$ cat src/rtl/snn_pkg.sv
// Shared constants, state encoding and saturation helper for the SNN
// timestep scheduler and its configuration register file.
package snn_pkg;

    localparam int N_IN_DEF  = 3;
    localparam int N_NEU_DEF = 3;

    localparam logic [3:0] ADDR_THRESH = 4'd9;
    localparam logic [3:0] ADDR_LEAK   = 4'd10;

    localparam logic [7:0] THRESH_RST = 8'd16;
    localparam logic [7:0] LEAK_RST   = 8'd1;

    localparam int V_W   = 8;
    localparam int ACC_W = 10;
    localparam int VN_W  = 11;

    localparam logic signed [VN_W-1:0] VN_MAX = 11'sd127;
    localparam logic signed [VN_W-1:0] VN_MIN = -11'sd128;

    typedef enum logic [2:0] {
        ST_IDLE,
        ST_LATCH,
        ST_ACCUM,
        ST_FIRE,
        ST_DONE
    } sched_state_t;

    // Clamp a wide membrane candidate into the signed 8-bit membrane range.
    function automatic logic signed [V_W-1:0] sat_v(input logic signed [VN_W-1:0] x);
        logic signed [V_W-1:0] r;
        if (x > VN_MAX) begin
            r = 8'sh7f;
        end else if (x < VN_MIN) begin
            r = 8'sh80;
        end else begin
            r = x[V_W-1:0];
        end
        return r;
    endfunction

endpackage

$ cat src/rtl/snn_cfg_regs.sv
// Configuration register file: weights, threshold and leak written by the
// SPI slave, with a combinational weight read port addressed by (j, i).
module snn_cfg_regs
    import snn_pkg::*;
#(
    parameter int N_IN  = N_IN_DEF,
    parameter int N_NEU = N_NEU_DEF,
    parameter int J_W   = 2,
    parameter int I_W   = 2
) (
    input  logic           clk,
    input  logic           rst_n,
    input  logic           we,
    input  logic [3:0]     addr,
    input  logic [7:0]     wdata,
    input  logic [J_W-1:0] rd_j,
    input  logic [I_W-1:0] rd_i,
    output logic [7:0]     weight,
    output logic [7:0]     thresh,
    output logic [7:0]     leak
);

    localparam int N_W = N_IN * N_NEU;

    logic [7:0] w [N_W];
    logic [7:0] thresh_q;
    logic [7:0] leak_q;
    logic [4:0] rd_idx;

    always_ff @(posedge clk or negedge rst_n) begin
        if (!rst_n) begin
            for (int k = 0; k < N_W; k++) begin
                w[k] <= '0;
            end
            thresh_q <= THRESH_RST;
            leak_q   <= LEAK_RST;
        end else if (we) begin
            // Addresses past the leak register fall through every branch.
            if ({1'b0, addr} < 5'(N_W)) begin
                w[addr] <= wdata;
            end else if (addr == ADDR_THRESH) begin
                thresh_q <= wdata;
            end else if (addr == ADDR_LEAK) begin
                leak_q <= wdata;
            end
        end
    end

    always_comb begin
        rd_idx = 5'(rd_j) * 5'(N_IN) + 5'(rd_i);
        weight = '0;
        if (rd_idx < 5'(N_W)) begin
            weight = w[rd_idx[3:0]];
        end
    end

    assign thresh = thresh_q;
    assign leak   = leak_q;

endmodule

$ cat src/rtl/snn_step_scheduler.sv
// Timestep tick generator and shared accumulate/leak/fire sequencer for the
// small spiking network; owns the membranes and publishes spikes_out per step.
module snn_step_scheduler
    import snn_pkg::*;
#(
    parameter int N_IN        = N_IN_DEF,
    parameter int N_NEU       = N_NEU_DEF,
    parameter int TICK_CYCLES = 1000
) (
    input  logic             clk,
    input  logic             rst_n,
    input  logic             en,
    input  logic [N_IN-1:0]  spikes_in,
    input  logic             cfg_we,
    input  logic [3:0]       cfg_addr,
    input  logic [7:0]       cfg_wdata,
    output logic [N_NEU-1:0] spikes_out,
    output logic             busy,
    output logic             step_done
);

    localparam int J_W   = (N_NEU > 1) ? $clog2(N_NEU) : 1;
    localparam int I_W   = (N_IN > 1) ? $clog2(N_IN) : 1;
    localparam int CNT_W = $clog2(TICK_CYCLES);

    localparam logic [CNT_W-1:0] CNT_LAST = CNT_W'(TICK_CYCLES - 1);
    localparam logic [J_W-1:0]   J_LAST   = J_W'(N_NEU - 1);
    localparam logic [I_W-1:0]   I_LAST   = I_W'(N_IN - 1);

    if (TICK_CYCLES < N_NEU * (N_IN + 1) + 4) begin : g_bad_tick
        $error("TICK_CYCLES too short to fit one update sequence");
    end
    if (N_IN * N_NEU + 2 > 16) begin : g_bad_map
        $error("N_IN*N_NEU+2 exceeds the 16-entry register map");
    end

    logic [CNT_W-1:0]       cnt;
    logic                   tick;
    logic [N_IN-1:0]        sync1;
    logic [N_IN-1:0]        sync2;
    logic [N_IN-1:0]        spk_lat;
    sched_state_t           state;
    sched_state_t           state_n;
    logic [J_W-1:0]         j;
    logic [I_W-1:0]         i;
    logic signed [ACC_W-1:0] acc;
    logic signed [V_W-1:0]  v [N_NEU];
    logic [N_NEU-1:0]       spk_nxt;
    logic [N_NEU-1:0]       spk_fin;
    logic [7:0]             weight;
    logic [7:0]             thresh;
    logic [7:0]             leak;
    logic signed [VN_W-1:0] vn;
    logic signed [V_W-1:0]  v_sat;
    logic                   fire;

    snn_cfg_regs #(
        .N_IN  (N_IN),
        .N_NEU (N_NEU),
        .J_W   (J_W),
        .I_W   (I_W)
    ) u_cfg (
        .clk    (clk),
        .rst_n  (rst_n),
        .we     (cfg_we),
        .addr   (cfg_addr),
        .wdata  (cfg_wdata),
        .rd_j   (j),
        .rd_i   (i),
        .weight (weight),
        .thresh (thresh),
        .leak   (leak)
    );

    always_ff @(posedge clk or negedge rst_n) begin
        if (!rst_n) begin
            cnt  <= '0;
            tick <= 1'b0;
        end else begin
            tick <= 1'b0;
            if (en) begin
                if (cnt == CNT_LAST) begin
                    cnt  <= '0;
                    tick <= 1'b1;
                end else begin
                    cnt <= cnt + CNT_W'(1);
                end
            end
        end
    end

    always_ff @(posedge clk or negedge rst_n) begin
        if (!rst_n) begin
            sync1 <= '0;
            sync2 <= '0;
        end else begin
            sync1 <= spikes_in;
            sync2 <= sync1;
        end
    end

    always_ff @(posedge clk or negedge rst_n) begin
        if (!rst_n) begin
            state <= ST_IDLE;
        end else begin
            state <= state_n;
        end
    end

    always_comb begin
        state_n = state;
        case (state)
            ST_IDLE:  if (tick) state_n = ST_LATCH;
            ST_LATCH: state_n = ST_ACCUM;
            ST_ACCUM: if (i == I_LAST) state_n = ST_FIRE;
            ST_FIRE:  state_n = (j == J_LAST) ? ST_DONE : ST_ACCUM;
            ST_DONE:  state_n = ST_IDLE;
            default:  state_n = ST_IDLE;
        endcase
    end

    // 11 bits covers -128-384-255 .. 127+381, so the sum never wraps.
    always_comb begin
        vn      = VN_W'(v[j]) + VN_W'(acc) - {3'b000, leak};
        v_sat   = sat_v(vn);
        fire    = v_sat >= $signed(thresh);
        spk_fin = spk_nxt;
        spk_fin[j] = fire;
    end

    assign busy = (state != ST_IDLE);

    always_ff @(posedge clk or negedge rst_n) begin
        if (!rst_n) begin
            spk_lat    <= '0;
            acc        <= '0;
            j          <= '0;
            i          <= '0;
            spk_nxt    <= '0;
            spikes_out <= '0;
            step_done  <= 1'b0;
            for (int k = 0; k < N_NEU; k++) begin
                v[k] <= '0;
            end
        end else begin
            step_done <= 1'b0;
            case (state)
                ST_LATCH: begin
                    spk_lat <= sync2;
                    acc     <= '0;
                    j       <= '0;
                    i       <= '0;
                end
                ST_ACCUM: begin
                    if (spk_lat[i]) begin
                        acc <= acc + ACC_W'($signed(weight));
                    end
                    i <= i + I_W'(1);
                end
                ST_FIRE: begin
                    spk_nxt <= spk_fin;
                    v[j]    <= fire ? '0 : v_sat;
                    acc     <= '0;
                    i       <= '0;
                    if (j != J_LAST) begin
                        j <= j + J_W'(1);
                    end else begin
                        // Published on the edge into DONE so step_done and the
                        // new spikes appear together in the DONE cycle.
                        spikes_out <= spk_fin;
                        step_done  <= 1'b1;
                    end
                end
                default: ;
            endcase
        end
    end

endmodule

$ cat config.mk
export PLATFORM = sky130hd
export DESIGN_NAME = snn_step_scheduler
export DESIGN_NICKNAME = d
export VERILOG_FILES = /design/src/rtl/snn_pkg.sv /design/src/rtl/snn_cfg_regs.sv /design/src/rtl/snn_step_scheduler.sv
export SDC_FILE = /design/constraint.sdc
export NUM_CORES = 1
export LEC_CHECK = 0
export CORE_UTILIZATION = 55
export DETAILED_ROUTE_END_ITERATION = 7
export GPL_TIMING_DRIVEN = 0
export MAX_ROUTING_LAYER = met4
export PLACE_DENSITY_LB_ADDON = 0.3
export SLEW_MARGIN = 20
export SYNTH_ARGS = -nofsm -noshare
export SYNTH_HDL_FRONTEND = slang
export SYNTH_SLANG_ARGS = --single-unit
$ cat constraint.sdc
create_clock -name clk -period 7.03 [get_ports clk]
set_input_delay 1.406 -clock clk [delete_from_list [all_inputs] [get_ports clk]]
set_output_delay 1.406 -clock clk [all_outputs]
set_load 0.1 [all_outputs]
==> flow_results.org, run 1 <==
** Run status
- Outcome :: complete, no violations

** Placed design
- Post-placement cell count :: 920
- Final RePlAce weighted congestion :: 0.8409
- Placement Cell Area :: 8762 um^2
- Input and output buffers added on the ports amount to 20.
- Summed over all nets, the half-perimeter wirelength after detailed placement is 12550 um.

** Final layout
- Leaving out filler cells and counting taps, the final layout contains 952.
- Share of layout cells above drive strength 1 :: 21.61%
- The repair_antennas step left the layout with diodes totalling 0.
- After routing the design area is 9427 um^2.
- Final design utilization :: 64.61%
- Nets :: 822
- # fillers :: 1069
- Relative area change from synthesis to final layout :: 13.79%

** Logic synthesis
- Flip-flop and latch count after synthesis :: 155
- Area leader, netlist :: dfrtp_1
- In the synthesized netlist the dominant register cell turns out to be dfrtp_1.
- For this run, the register share of the synthesized area comes to 46.85%.
- Of the total synthesized cell area, the portion taken by AND, OR, NAND and NOR gates is 9.440%.
- A synthesized cell averages 11.59 um^2.
- Main combinational cell family by area after synthesis :: multiplexers
- Compound-cell area share of the yosys netlist :: 12.70%
- For this run, the number of Yosys warnings is 0.
- Gate count of the mapped netlist :: 715
- The synthesized netlist occupies a cell area of 8284 um^2.
- Of the total synthesized cell area, the portion taken by full adders, half adders and majority gates is 8.246%.
- Number of enable-type register cells in the synthesized netlist :: 0
- By area the synthesized netlist is led by dfrtp_1 46%, mux2_2 12%, ha_1 5.6%.
- XOR/XNOR Fraction of Synth Area :: 1.797%
- The number of nets in the synthesized netlist is 782.
- Number of distinct library cells after synthesis :: 63
- The most common cell in the synthesized netlist is dfrtp_1.
- For this run, asynchronously set or reset flops after synthesis account for 100.0%.
- Ranked by instance count, the synthesized netlist is headed by 153 x dfrtp_1, 86 x mux2_2, 53 x nand2_1.
- Mux share of post-synthesis cell area :: 17.49%
- Yosys top cell area share :: 46.22%

** Pwr
- Summing internal, switching and leakage power gives 0.002644 W.
- For this design the static power due to leakage is 4.274 nW.
- In this run the power density over the cells is 280.5 nW/um^2.
- Maximum ir drop on the vdd rail :: 196.3 uV

** Floorplan
- DIE HEIGHT :: 124.7 um
- Width of the die :: 124.7 um
- The floorplan step defined a die boundary enclosing 15560 um^2.
- In this run the core area contains 44 standard-cell rows.
- Initial cell density of the core :: 56.78%
- Core outline area :: 14590 um^2
- For this design the top-level I/O count stands at 24.

** Worst setup path
- Required time at the worst-slack endpoint :: 7340 ps
- R2R depth :: 20
- The startpoint identified for the worst register-to-register timing path is j[1]$_DFFE_PN0P_.
- The setup check on the worst reg-to-reg path leaves a slack of 670 ps.
- The worst setup path is of the flop to flop kind.
- The worst setup path is launched from a flop.
- STA classifies the critical path endpoint as a flop.
- Worst reg2reg endpoint :: v[3]$_DFFE_PN0P_
- Tracing the worst setup path back leads to its startpoint at j[1]$_DFFE_PN0P_.
- Critical path peak fanout :: 10
- For the worst setup path, the data arrival time is 6670 ps.

** Routing
- After detailed routing, the number of remaining DRC violations is 0.
- The pre-antenna-repair detailed-routing pass consisted of 5 iterations.
- Iteration-0 DRC Markers :: 321
- Once detail routing completed, the nets flagged for antenna violations numbered 0.
- Via-per-instance ratio :: 6.057
- Drt wl/cell :: 18.82 um
- For this block, the via count after detailed routing is 5766.
- The routed design has 17920 um of wire.

** Clocking
- Count of buffers added by post-CTS timing repair for setup :: 0
- Clock root cell :: clkbuf_16
- Post-CTS resize count :: 0
- The number of clock buffers added by TritonCTS is 17.
- Max clock buf depth :: 2
- Clock Sinks :: 155
- CTS built an H-tree with a depth of 4.
- Clock insertion delay at the later pin of the skew report :: 430 ps
- CTS tree :: yes
- In this run, post-CTS hold repair placed 0 buffers.
- Clock-pin slew was measured on the worst setup and hold paths at 70 ps.

** Hold path
- Worst hold path type :: flop to flop
- HP Start :: sync1[2]$_DFF_PN0_
- Cell count of the worst hold path :: 0
- Worst Hold End :: sync2[2]$_DFF_PN0_

** STA
- Headroom to the max-slew limit came out at 27.86%.
- For the finished layout, the period the worst path requires is 6356 ps.
- Of the available clock period, the critical path in the final layout requires 90.42%.
- The hold violation total from the final report was 0.
- Count of final max-slew check failures :: 0
- Max Clk Rate :: 157.3 MHz
- On the final layout, the worst clock skew is 10.35 ps.
- For the pin with the worst max-slew slack, the measured transition is 1073 ps.
- Setup repair after global routing missed its margin :: false
- Setup Viol. Count Final :: 0
- Summed negative setup slack over all endpoints :: 0 ps

** Global routing
- The first global-routing pass estimated 29970 um of wire.
- Summed over all layers, the global routing overflow is 0.
- In the global route stage, overall resource usage came out at 25.26%.
- Antenna violations before repair :: 0
- Maximum number of pins on one net before global-route repair :: 95
- The number of global-route vias before repair was 5973.

** Flow run
- Across the run, the number of max-cap violations was 0.
per-layer routing:
metal	track usage, %	vias up	routed length, um
met1	30.78	2948	7639
met2	42.15	130	9241
met3	4.940	24	685
met5	-	-	0
li1	-	2664	-
met4	8.434	0	354
flip-flops by register name (all words and copies together), names as in the netlist, 8 cells and up:
name          count
acc              10
cnt              10
u_cfg.w          72
v                24
u_cfg.thresh      8
u_cfg.leak        8
final cells by class:
class / count / area [um^2] / area share, %
Multi-Input combinational cell: 486 / 4136 / 43.88
Sequential cell: 155 / 3881 / 41.17
Clock buffer: 17 / 425.4 / 4.513
Clock inverter: 15 / 232.7 / 2.469
Timing Repair Buffer: 21 / 232.7 / 2.469
Tap cell: 184 / 230.2 / 2.442
Inverter: 42 / 157.7 / 1.672
Buffer: 32 / 130.1 / 1.380
report_power, final:
part	total (W)	switching, W	leakage [nW]	internal [W]
Combinational	0.000516	0.000271	1.97	0.000245
Sequential	0.00111	0.0000780	1.98	0.00103
Clock	0.00102	0.000385	0.324	0.000638
logic make-up after synthesis:
kind of cell    Yosys count
fa+ha+maj                48
mux                     119
flops                   155
simple gates            159
buf+inv                  74
compound gates          143
xor+xnor                 17
worst max-delay path, cell delays in order (launching register included):
cell and delay (ps):
dfrtp_1 470, buf_1 610, mux2i_1 150, o21ai_0 300
fa_1 530, fa_1 510, a211o_1 320, a211o_1 360
a211oi_4 430, o311a_4 350, o21ai_2 70, nand2_2 110
inv_1 60, ha_1 260, nand2b_1 100, a21oi_1 70
nor2b_1 120, o2111ai_1 130, a311oi_2 650, nor2_1 320
a22o_1 290
how the worst max path moves through the flow:
stage | end
finish | v[3]$_DFFE_PN0P_
global route | v[6]$_DFFE_PN0P_
CTS | v[3]$_DFFE_PN0P_
detailed placement | v[3]$_DFFE_PN0P_
global placement | u_cfg.w[12]$_DFFE_PN0P_
floorplan | v[10]$_DFFE_PN0P_
through the flow:
step | hold slack, ps | worst slack [ps]
floorplan | 331.2 | 1605
global placement | 333.1 | -1278
detailed placement | 334.7 | 281.0
CTS | 349.4 | 204.7
global route | 357.5 | 264.6
finish | 347.3 | 673.8
cells in the final DEF (no fill, tap or decap), types with 6 or more instances in the layout:
cell and n:
a22o_1 30, inv_1 42, xor2_1 7, mux2i_1 21, o21ai_0 32, nand3_1 9, xnor2_1 10, a21o_1 11
dfrtp_1 153, nor2_1 33, clkbuf_16 17, nand2b_1 6, nor3_1 12, clkdlybuf4s50_1 19, ha_1 37, clkbuf_1 28
mux2_2 86, fa_1 11, nand2_1 53, a211oi_1 6, a21oi_1 15, nor2b_1 9, mux4_2 12
Power figures use the tool's default switching activity.
==> inputs of run 2 (changes only) <==
Settings changed: CTS_BUF_LIST from default to sky130_fd_sc_hd__clkbuf_8 sky130_fd_sc_hd__clkbuf_16.
==> results of run 2 <==
No change in the layout: final DEF, timing and power equal those of run 1.
